## src/rtl/thread_state_mp.sv

```systemverilog
// Multi-port thread-state store: N_WR buffered write channels committed one per
// cycle by fixed priority, N_RD read channels (sync or async), reset-time zero sweep.

module thread_state_rd_port #(
  parameter int W     = 16,
  parameter bit ASYNC = 1'b0
) (
  input  logic         CLK,
  input  logic         RESET,
  input  logic [W-1:0] word_i,
  output logic [W-1:0] data_o
);
  if (ASYNC) begin : g_async
    logic unused_clk_rst;
    assign unused_clk_rst = CLK ^ RESET;
    assign data_o = word_i;
  end else begin : g_sync
    logic [W-1:0] data_d, data_q;
    always_comb data_d = word_i;
    always_ff @(posedge CLK) begin
      if (RESET) data_q <= '0;
      else       data_q <= data_d;
    end
    assign data_o = data_q;
  end
endmodule

module thread_state_wr_ch #(
  parameter int NUM_W       = 4,
  parameter int STATE_WIDTH = 16
) (
  input  logic                   CLK,
  input  logic                   RESET,
  input  logic                   ready_i,
  input  logic                   grant_i,
  input  logic                   wr_en_i,
  input  logic [NUM_W-1:0]       wr_num_i,
  input  logic [STATE_WIDTH-1:0] wr_state_i,
  output logic                   pending_o,
  output logic [NUM_W-1:0]       hold_num_o,
  output logic [STATE_WIDTH-1:0] hold_state_o,
  output logic                   ovf_o
);
  logic                   pending_d, pending_q;
  logic [NUM_W-1:0]       num_d, num_q;
  logic [STATE_WIDTH-1:0] state_d, state_q;

  // A granted slot frees up this cycle, so it may reload without overflowing.
  assign ovf_o = wr_en_i & (~ready_i | (pending_q & ~grant_i));

  always_comb begin
    pending_d = pending_q;
    num_d     = num_q;
    state_d   = state_q;
    if (wr_en_i && !ovf_o) begin
      pending_d = 1'b1;
      num_d     = wr_num_i;
      state_d   = wr_state_i;
    end else if (grant_i) begin
      pending_d = 1'b0;
    end
  end

  always_ff @(posedge CLK) begin
    if (RESET) begin
      pending_q <= 1'b0;
      num_q     <= '0;
      state_q   <= '0;
    end else begin
      pending_q <= pending_d;
      num_q     <= num_d;
      state_q   <= state_d;
    end
  end

  assign pending_o    = pending_q;
  assign hold_num_o   = num_q;
  assign hold_state_o = state_q;
endmodule

module thread_state_mp #(
  parameter int              N_THREADS   = 16,
  parameter int              NUM_W       = $clog2(N_THREADS),
  parameter int              STATE_WIDTH = 16,
  parameter int              N_WR        = 4,
  parameter int              N_RD        = 4,
  parameter logic [N_RD-1:0] RD_ASYNC    = 'b0001,
  parameter int              RD_PER_COPY = 2
) (
  input  logic                          CLK,
  input  logic                          RESET,
  input  logic [N_WR-1:0]               wr_en,
  input  logic [N_WR*NUM_W-1:0]         wr_num,
  input  logic [N_WR*STATE_WIDTH-1:0]   wr_state,
  input  logic [N_RD*NUM_W-1:0]         rd_num,
  output logic [N_RD*STATE_WIDTH-1:0]   rd_state,
  output logic                          ready,
  output logic                          err,
  output logic [2:0]                    err_ch
);
  localparam int N_COPY = (N_RD + RD_PER_COPY - 1) / RD_PER_COPY;

  logic [STATE_WIDTH-1:0] mem [N_COPY][N_THREADS];

  logic [N_WR-1:0]                  pending, grant, ovf;
  logic [N_WR-1:0][NUM_W-1:0]       hold_num;
  logic [N_WR-1:0][STATE_WIDTH-1:0] hold_state;
  logic [N_RD-1:0][STATE_WIDTH-1:0] rd_word, rd_data;

  logic                   mem_we;
  logic [NUM_W-1:0]       mem_addr;
  logic [STATE_WIDTH-1:0] mem_wdata;

  logic             ready_d, ready_q, err_d, err_q;
  logic [2:0]       err_ch_d, err_ch_q;
  logic [NUM_W-1:0] sweep_cnt_d, sweep_cnt_q;

  for (genvar k = 0; k < N_WR; k++) begin : g_wr
    thread_state_wr_ch #(.NUM_W(NUM_W), .STATE_WIDTH(STATE_WIDTH)) u_ch (
      .CLK(CLK), .RESET(RESET), .ready_i(ready_q), .grant_i(grant[k]),
      .wr_en_i(wr_en[k]), .wr_num_i(wr_num[k*NUM_W +: NUM_W]),
      .wr_state_i(wr_state[k*STATE_WIDTH +: STATE_WIDTH]),
      .pending_o(pending[k]), .hold_num_o(hold_num[k]),
      .hold_state_o(hold_state[k]), .ovf_o(ovf[k])
    );
  end

  // Single write port shared by the sweep and the arbiter; sweep owns it until ready.
  always_comb begin
    grant     = '0;
    mem_we    = 1'b0;
    mem_addr  = sweep_cnt_q;
    mem_wdata = '0;
    if (!ready_q) begin
      mem_we = 1'b1;
    end else begin
      for (int k = 0; k < N_WR; k++) begin
        if (pending[k] && !mem_we) begin
          grant[k]  = 1'b1;
          mem_we    = 1'b1;
          mem_addr  = hold_num[k];
          mem_wdata = hold_state[k];
        end
      end
    end
  end

  always_comb begin
    sweep_cnt_d = sweep_cnt_q;
    ready_d     = ready_q;
    err_d       = err_q;
    err_ch_d    = err_ch_q;
    if (!ready_q) begin
      sweep_cnt_d = sweep_cnt_q + NUM_W'(1);
      if (sweep_cnt_q == NUM_W'(N_THREADS - 1)) ready_d = 1'b1;
    end
    if (|ovf) begin
      err_d = 1'b1;
      if (!err_q) begin
        for (int k = N_WR - 1; k >= 0; k--)
          if (ovf[k]) err_ch_d = 3'(k);
      end
    end
  end

  always_ff @(posedge CLK) begin
    if (RESET) begin
      sweep_cnt_q <= '0;
      ready_q     <= 1'b0;
      err_q       <= 1'b0;
      err_ch_q    <= '0;
    end else begin
      sweep_cnt_q <= sweep_cnt_d;
      ready_q     <= ready_d;
      err_q       <= err_d;
      err_ch_q    <= err_ch_d;
    end
  end

  // Every replica takes the same write; each serves RD_PER_COPY read channels.
  always_ff @(posedge CLK) begin
    if (mem_we) begin
      for (int c = 0; c < N_COPY; c++) mem[c][mem_addr] <= mem_wdata;
    end
  end

  for (genvar r = 0; r < N_RD; r++) begin : g_rd
    assign rd_word[r] = mem[r / RD_PER_COPY][rd_num[r*NUM_W +: NUM_W]];
    thread_state_rd_port #(.W(STATE_WIDTH), .ASYNC(RD_ASYNC[r])) u_rd (
      .CLK(CLK), .RESET(RESET), .word_i(rd_word[r]), .data_o(rd_data[r])
    );
    assign rd_state[r*STATE_WIDTH +: STATE_WIDTH] = rd_data[r];
  end

  assign ready  = ready_q;
  assign err    = err_q;
  assign err_ch = err_ch_q;
endmodule

```

## config.mk

```make
export PLATFORM = sky130hd
export DESIGN_NAME = thread_state_mp
export DESIGN_NICKNAME = d
export VERILOG_FILES = /design/src/rtl/thread_state_mp.sv
export SDC_FILE = /design/constraint.sdc
export NUM_CORES = 1
export LEC_CHECK = 0
export CAP_MARGIN = 20
export CELL_PAD_IN_SITES_DETAIL_PLACEMENT = 2
export CELL_PAD_IN_SITES_GLOBAL_PLACEMENT = 2
export CORE_MARGIN = 1.5
export CORE_UTILIZATION = 42
export DETAILED_ROUTE_END_ITERATION = 10
export HOLD_SLACK_MARGIN = 0.15
export PLACE_DENSITY_LB_ADDON = 0.1
export SLEW_MARGIN = 25
export SYNTH_ARGS = -nofsm -noshare
export SYNTH_HDL_FRONTEND = slang
export SYNTH_SLANG_ARGS = --single-unit
```

## constraint.sdc

```tcl
create_clock -name CLK -period 4.5 [get_ports CLK]
set_input_delay 0.9 -clock CLK [delete_from_list [all_inputs] [get_ports CLK]]
set_output_delay 0.9 -clock CLK [all_outputs]
set_load 0.03 [all_outputs]
```

==> impl_metrics.tcl, run 1 <==
set metrics [dict create \
    grt_use_total_pct 31.4 \
    dp_hpwl_um 51600 \
    drv_slew 0 \
    hold_viol 0 \
    synth_mux_area_share_pct 29.0 \
    synth_area_leaders "edfxtp_1 (36%), mux4_2 (22%), dfxtp_1 (13%)" \
    wire_per_inst_um 33.3 \
    clock_sinks 396 \
    postCtsHoldBufs 0 \
    synth_cell_type_count 62 \
    synth_common_cells "edfxtp_1 (256), nand2_1 (238), mux4_2 (210), dfxtp_1 (140), mux2i_1 (120)" \
    netlist_area_mm2 0.0213 \
    synth-xor-area-share_pct 0.0823 \
    synth_top_family_by_area "multiplexers" \
    timing.slew.headroom_pct 25.8 \
    cts.clk_slew.worst_paths_ns 0.06 \
    power_density_mw_per_mm2 355 \
    synth_warnings 0 \
    synth-adder-area-share_pct 0.0588 \
    grt_pass1_wl_um 120000 \
    die_x_um 228 \
    start_util_pct 42.5 \
    drt_first_pass_iters 5 \
    worst_slew_pin_slew_ns 1.11 \
    h-tree-depth 2 \
    yosysMostFrequentCell "edfxtp_1" \
    core-area_mm2 0.0501 \
    dieArea_mm2 0.0520 \
    netlist.top_cell.by_area "edfxtp_1" \
    worstHoldPathType "flip-flop to flip-flop" \
    layout.nets 1843 \
    clock_latency_ns 0.61 \
    finalCriticalPeriod_ns 3.74 \
    ys_ff_latch 396 \
    grt_overflow 0 \
    via_count 16200 \
    grt_max_degree 92 \
    synth_compound_area_share_pct 9.74 \
    io_buffers 169 \
    critPathCaptureType "output port" \
    grt_pass1_vias 17500 \
    drt_wl_total_um 81600 \
    avgSynthCellArea_um2 13.3 \
    pin_count 171 \
    worstPathMaxFanout 26 \
    ys.flop_type "edfxtp_1" \
    drc 0 \
    synthArstFlopShare_pct 0 \
    fp-row-count 82 \
    synth-edff-count 256 \
    post_cts_resized 0 \
    drt_iter0_drc 1495 \
    status "completed" \
    fin_crit_sh_pct 83.0 \
    cts_inserted_buffers 45 \
    die_height_um 228 \
    critical_path_arrival_ns 2.84 \
    netlist_instances 1598 \
    fin_skew_ns 0.0314 \
    viasPerCell 6.60 \
    globalplace.congestion 0.863 \
    ys_seq_area_share_pct 49.3 \
    rsz0062_at_grt "no" \
    cts_root_buf "clkbuf_16" \
    cts_tree "built" \
    fmax_mhz 268 \
    power.leakage_nw 8.82 \
    start_kind "input pin" \
    synth_top_area_share_pct 36.1 \
    final_core_util_pct 50.6 \
    antenna_found_initial 1 \
    ant_nets 0 \
    postCtsSetupRepairBufs 0 \
    drive_gt1_share_pct 23.8 \
    cts_buffer_depth 3 \
    synthToLayoutAreaGrowth_pct 19.1 \
    peakVddDrop_mv 0.232 \
    fin_setup_tns_ns 0 \
    cp_data_required_time_ns 3.60 \
    fill_cells 4796 \
    path_class "input pin to output port" \
    setup_violations 0 \
    drv_cap 0 \
    syn-num-nets 1701 \
    num_antenna_cells 0 \
    yosys.area_share.simple_pct 8.42 \
]
==> metrics by stage <==
stage | area, um^2 | std cells | hold slack, ns | setup WS [ns] | power, mW
floorplan | 21300 | 1598 | 0.431 | 1.03 | 4.65
finish | 25400 | 2449 | 0.458 | 0.764 | 9.00
detailed placement | 23800 | 2365 | 0.451 | 0.748 | 5.12
global route | 25400 | 2449 | 0.480 | 0.671 | 9.23
CTS | 25300 | 2449 | 0.460 | 0.737 | 9.05
global placement | 23800 | 2365 | 0.443 | 0.766 | 5.09
==> layout by cell type (no fill, tap or decap), types with 9 or more instances in the layout <==
cell type and count:
buf_4 81, nand2b_1 9, mux2_2 21, nor2b_1 16
a32o_1 19, nand2_1 238, o21ai_0 40, mux2i_1 120
dfxtp_1 140, edfxtp_1 256, a221o_1 11, a32oi_1 16
clkdlybuf4s50_1 144, nand4_1 9, and2_1 20, a22oi_1 44
nor4_2 16, mux4_2 210, clkbuf_16 47, and4_1 11
nand3_1 32, o211ai_1 28, clkbuf_1 10, nor2_1 14
a21oi_1 103, inv_1 11
==> path summary, 6_finish.rpt <==
check	end	cells past startpoint	slack [ns]	from
min reg2reg	g_wr[3].u_ch.hold_state_o[15]	2	0.46	g_wr[3].u_ch.hold_state_o[15]
min	g_wr[3].u_ch.hold_state_o[15]	2	0.46	g_wr[3].u_ch.hold_state_o[15]
max	rd_state[9]	5	0.76	rd_num[0]
max reg2reg	mem[0][223]	6	1.37	g_wr[2].u_ch.pending_o
==> cell type report <==
class	instances	area (um^2)	share of cell area [%]
repair buffers	237	2230	8.80
flip-flops and latches	396	10500	41.4
multi-input cells	1049	10200	40.2
clock buffers	64	1290	5.11
well taps	672	841	3.32
inverters	11	41.3	0.163
clock inverters	20	258	1.02
==> worst max-delay path, stage by stage <==
cell and delay, ns:
buf_4 0.33, buf_12 0.30, mux4_2 0.57, mux4_2 0.51, buf_4 0.19
==> registers in the layout, summed over array words and instances, names as in the netlist <==
register	flops
err_ch	2
sweep_cnt_q	4
mem	256
g_wr.u_ch.pending_o	4
g_rd.u_rd.data_o	48
g_wr.u_ch.hold_num_o	16
err	1
ready	1
g_wr.u_ch.hold_state_o	64
==> metal layers <==
| metal | up-vias | wire [um] | global-route usage [%] |
|---|---|---|---|
| li1 | 6671 | - | - |
| met1 | 8493 | 31600 | 40.5 |
| met2 | 813 | 40700 | 53.2 |
| met3 | 177 | 6420 | 5.63 |
| met4 | 0 | 2850 | 10.9 |
| met5 | - | 0 | 0 |
==> logic make-up (layout without fill, tap and decap cells) <==
| family | count (synthesis) | after routing |
|---|---|---|
| flops | 396 | 396 |
| buf+inv | 153 | 332 |
| xor+xnor | 2 | 2 |
| simple gates | 386 | 386 |
| other cells | 1 | 1 |
| compound gates | 308 | 308 |
| mux | 351 | 351 |
| fa+ha+maj | 1 | 1 |
==> power by group <==
part	switching (mW)	leakage, nW	internal (mW)
logic	0.614	4.18	0.465
clock network	1.60	0.758	2.35
registers	0.0621	3.88	3.92
total	2.27	8.82	6.73
Note: power is estimated with default switching activity, not from simulation.
==> run 2, diff against run 1 <==
- CORE_UTILIZATION: 42 -> 38
- clock period: 4.5 -> 3 ns (I/O delays scaled with it)
==> impl_metrics.tcl, run 2 (synthesized netlist as in run 1, its figures left out) <==
set metrics [dict create \
    grt_use_total_pct 28.4 \
    grt_overflow 0 \
    layout.nets 1879 \
    instances_no_fill 2562 \
    num_antenna_cells 0 \
    drt_first_pass_iters 5 \
    fp-row-count 86 \
    setup_violations 0 \
    viasPerCell 6.36 \
    drv_slew 0 \
    core-area_mm2 0.0552 \
    slowest_delay_ns 0.54 \
    clock_sinks 396 \
    drt_wl_total_um 81000 \
    timing.slew.headroom_pct 37.2 \
    grt_pass1_vias 17400 \
    status "completed" \
    rsz0062_at_grt "no" \
    antenna_found_initial 0 \
    cts.clk_slew.worst_paths_ns 0.06 \
    mostFrequentLayoutCell "edfxtp_1" \
    io_buffers 169 \
    h-tree-depth 2 \
    drive_gt1_share_pct 25.6 \
    power_density_mw_per_mm2 528 \
    fin_skew_ns 0.0251 \
    globalplace.congestion 0.867 \
    clock_latency_ns 0.60 \
    start_util_pct 38.5 \
    die_x_um 240 \
    cts_inserted_buffers 47 \
    worst_slew_pin_slew_ns 0.936 \
    wire_per_inst_um 31.6 \
    synthToLayoutAreaGrowth_pct 22.2 \
    pin_count 171 \
    cp_data_required_time_ns 2.40 \
    critPathCaptureType "output port" \
    via_count 16300 \
    critical_path_arrival_ns 2.34 \
    hold_viol 0 \
    grt_max_degree 61 \
    dp.cells 2475 \
    finalCriticalPeriod_ns 2.94 \
    drv_cap 0 \
    worstPathMaxFanout 26 \
    slowest_stage "mux4_2" \
    peakVddDrop_mv 0.350 \
    post_cts_resized 0 \
    final_cell_mix "edfxtp_1 (256), nand2_1 (238), mux4_2 (210)" \
    start_kind "input pin" \
    path_class "input pin to output port" \
    die_height_um 240 \
    fmax_mhz 340 \
    cts_buffer_depth 3 \
    largest_reg_flops 256 \
    dieArea_mm2 0.0574 \
    top_register "mem" \
    worstHoldPathType "flip-flop to flip-flop" \
    cts_tree "built" \
    ant_nets 0 \
    dp_hpwl_um 54000 \
    p_total_mw 13.7 \
    cts_root_buf "clkbuf_16" \
    grt_pass1_wl_um 118000 \
    power.leakage_nw 9.07 \
    fin_crit_sh_pct 98.0 \
    postCtsHoldBufs 0 \
    path_cells "buf_4 -> buf_12 -> mux4_2 -> mux4_2 -> buf_4" \
    postCtsSetupRepairBufs 0 \
    drt_iter0_drc 1513 \
    drc 0 \
]
-- run 2: cell types whose count changed in the layout (fill, tap and decap cells not counted), moves of 2 or more --
| cell | before | now |
|---|---|---|
| buf_12 | 8 | 25 |
| buf_4 | 81 | 98 |
| clkinvlp_4 | 3 | 7 |
| clkbuf_1 | 10 | 7 |
| clkbuf_16 | 47 | 50 |
| clkinv_2 | 7 | 9 |
| nor2_2 | 0 | 2 |
| nor2_4 | 2 | 0 |
| nor4_2 | 16 | 14 |
| nor4_4 | 0 | 2 |
-- run 2: path summary, 6_finish.rpt --
path / end / slack [ns] / depth (start not counted) / start
worst max-delay path: rd_state[3] / 0.06 / 5 / rd_num[0]
worst min-delay path: g_wr[0].u_ch.hold_state_o[1] / 0.46 / 2 / g_wr[0].u_ch.hold_state_o[1]
worst max register to register: mem[0][321] / 0.31 / 5 / g_wr[2].u_ch.pending_o
worst min register to register: g_wr[0].u_ch.hold_state_o[1] / 0.46 / 2 / g_wr[0].u_ch.hold_state_o[1]
-- run 2: area by class of cell --
cell class | instances | area [um^2]
repair buffers | 271 | 2700
clock inverters | 26 | 303
flip-flops and latches | 396 | 10500
fillers | 5308 | 29200
multi-input cells | 1049 | 10200
inverters | 11 | 41.3
clock buffers | 61 | 1330
well taps | 748 | 936
-- run 2: worst max-delay path: cells and delay by family --
kind	cells	cell delay, ns
mux	2	1.04
buf+inv	3	0.65
-- run 2: routing by layer --
layer | wire length (um) | up-vias | track usage, %
met4 | 3200 | 0 | 11.9
met2 | 39400 | 756 | 47.4
met1 | 32600 | 8579 | 36.8
met3 | 5710 | 203 | 4.53
met5 | 0 | - | 0
li1 | - | 6748 | -
-- run 2: through the flow --
stage                     TNS (ns)  setup WS (ns)  area, um^2  util [%]  hold WS, ns
after floorplan             -95.34         -0.469       21300         -        0.431
after global placement           0         0.0991       24400      44.1        0.443
after detailed placement         0         0.0595       24400      44.1        0.452
after CTS                        0         0.0555       26000      47.1        0.461
after global routing             0         0.0106       26000      47.1        0.477
final                            0         0.0588       26000      47.1        0.458
-- run 2: power by group --
part / internal (mW) / switching, mW
clock: 3.66 / 2.44
sequential: 5.88 / 0.0927
combinational: 0.744 / 0.922
==> run 3, diff against run 2 <==
- CORE_MARGIN: 1.5 -> 8
- PLACE_DENSITY: unset -> 0.79
- PLACE_DENSITY_LB_ADDON: 0.1 -> unset
==> impl_metrics.tcl, run 3 (synthesized netlist as in run 1, its figures left out) <==
set metrics [dict create \
    largest_reg_flops 256 \
    cts_tree "built" \
    dp_hpwl_um 56200 \
    combPwrFrac_pct 12.7 \
    cts_inserted_buffers 47 \
    clock_sinks 396 \
    drv_cap 0 \
    dp_slack_ns 0.0737 \
    finalWorstSetupSlack_ns 0.0832 \
    drive_gt1_share_pct 26.1 \
    critPathCaptureType "output port" \
    wire_per_inst_um 32.8 \
    fin_crit_sh_pct 97.2 \
    fmax_mhz 343 \
    die_height_um 253 \
    viasPerCell 6.48 \
    cts.clk_slew.worst_paths_ns 0.06 \
    ff2ff_path_depth 5 \
    grt_pass1_vias 18400 \
    min_to "g_wr[3].u_ch.hold_state_o[15]" \
    synthToLayoutAreaGrowth_pct 22.2 \
    p_total_mw 13.3 \
    r2r_start "g_wr[2].u_ch.pending_o" \
    hold_viol 0 \
    drt_first_pass_iters 6 \
    antenna_found_initial 1 \
    post_cts_resized 0 \
    grt_pass1_wl_um 125000 \
    peakVddDrop_mv 0.384 \
    power.leakage_nw 9.10 \
    seq_power_share_pct 45.1 \
    fin_skew_ns 0.0189 \
    timing.slew.headroom_pct 31.0 \
    internal_power_mw 9.83 \
    power.switching_mw 3.43 \
    drt_iter0_drc 1637 \
    top_register "mem" \
    critical_path_arrival_ns 2.32 \
    cp_data_required_time_ns 2.40 \
    r2r_end "mem[0][477]" \
    placed_area_mm2 0.0245 \
    die_x_um 253 \
    clock_latency_ns 0.59 \
    mostFrequentLayoutCell "edfxtp_1" \
    grt_overflow 0 \
    power_density_mw_per_mm2 510 \
    h-tree-depth 2 \
    clockPowerShare_pct 42.2 \
    ant_nets 0 \
    dieArea_mm2 0.0638 \
    pin_count 171 \
    holdCritStartpoint "RESET" \
    start_kind "input pin" \
    drc 0 \
    io_buffers 169 \
    rsz0062_at_grt "no" \
    grt_max_degree 91 \
    drv_slew 0 \
    worstPathMaxFanout 14 \
    holdWs_ns 0.397 \
    path_class "input pin to output port" \
    layout.cell_area.non_filler_mm2 0.0260 \
    grt_use_total_pct 26.2 \
    fill_cells 5314 \
    cts_root_buf "clkbuf_16" \
    worst_slew_pin_slew_ns 1.03 \
    core-area_mm2 0.0552 \
    fp-row-count 86 \
    final_cell_mix "edfxtp_1 (256), nand2_1 (238), mux4_2 (210)" \
    globalplace.congestion 0.898 \
    setup_violations 0 \
    postCtsHoldBufs 0 \
    postCtsSetupRepairBufs 0 \
    start_util_pct 38.5 \
    cts_buffer_depth 3 \
    hold_depth 2 \
    via_count 16700 \
    layout.nets 1899 \
    swShare_pct 25.9 \
    status "completed" \
    rrSetupSlack_ns 0.23 \
    drt_wl_total_um 84600 \
    finalCriticalPeriod_ns 2.92 \
    worstHoldPathType "input pin to flip-flop" \
]
-- run 3: layout make-up --
| type | instances | area (um^2) | area share (%) |
|---|---|---|---|
| tap | 748 | 936 | 3.60 |
| antenna | 1 | 2.50 | 0.00962 |
| clock inverter | 20 | 153 | 0.587 |
| multi-input combinational | 1049 | 10200 | 39.3 |
| timing repair buffer | 291 | 2820 | 10.9 |
| clock buffer | 67 | 1340 | 5.17 |
| inverter | 11 | 41.3 | 0.159 |
| sequential | 396 | 10500 | 40.3 |
-- run 3: worst max-delay path by stage --
stage | startpoint | slack [ns] | cells after the start | endpoint
final | rd_num[0] | 0.08 | 5 | rd_state[6]
after global routing | rd_num[0] | 0.005 | 5 | rd_state[11]
after CTS | rd_num[0] | 0.07 | 5 | rd_state[1]
after detailed placement | rd_num[0] | 0.07 | 5 | rd_state[14]
after global placement | rd_num[0] | 0.09 | 5 | rd_state[1]
after floorplan | ready | -0.47 | 4 | mem[0][143]
-- run 3: power by group through the flow --
stage          Combinational [mW]  Clock, mW  Sequential, mW
4_1_cts                      1.67       5.69            5.97
5_1_grt                      1.74       5.88            5.98
3_3_place_gp                 1.60          0            6.08
6_report                     1.68       5.60            5.98
2_1_floorplan               0.839          0            6.14
3_5_place_dp                 1.65          0            6.09
-- run 3: per-layer routing --
metal	share of wire [%]	vias up	global-route usage, %	wire [um]
li1	-	6782	-	-
met1	38	8662	33.0	32200
met2	48	1034	43.1	40200
met3	9.4	264	5.65	7920
met4	5.0	0	12.0	4220
met5	0	-	0	0
-- run 3: stage by stage --
step | TNS [ns] | instances | utilization (%)
2_1_floorplan | -95.34 | 1598 | -
3_3_place_gp | 0 | 2495 | 44.4
3_5_place_dp | 0 | 2495 | 44.4
4_1_cts | 0 | 2582 | 47.1
5_1_grt | 0 | 2583 | 47.1
6_report | 0 | 2583 | 47.1
-- run 3: critical path: stages --
cell	delay (ns)
buf_4	0.17
buf_4	0.32
mux4_2	0.54
mux4_2	0.49
buf_4	0.19
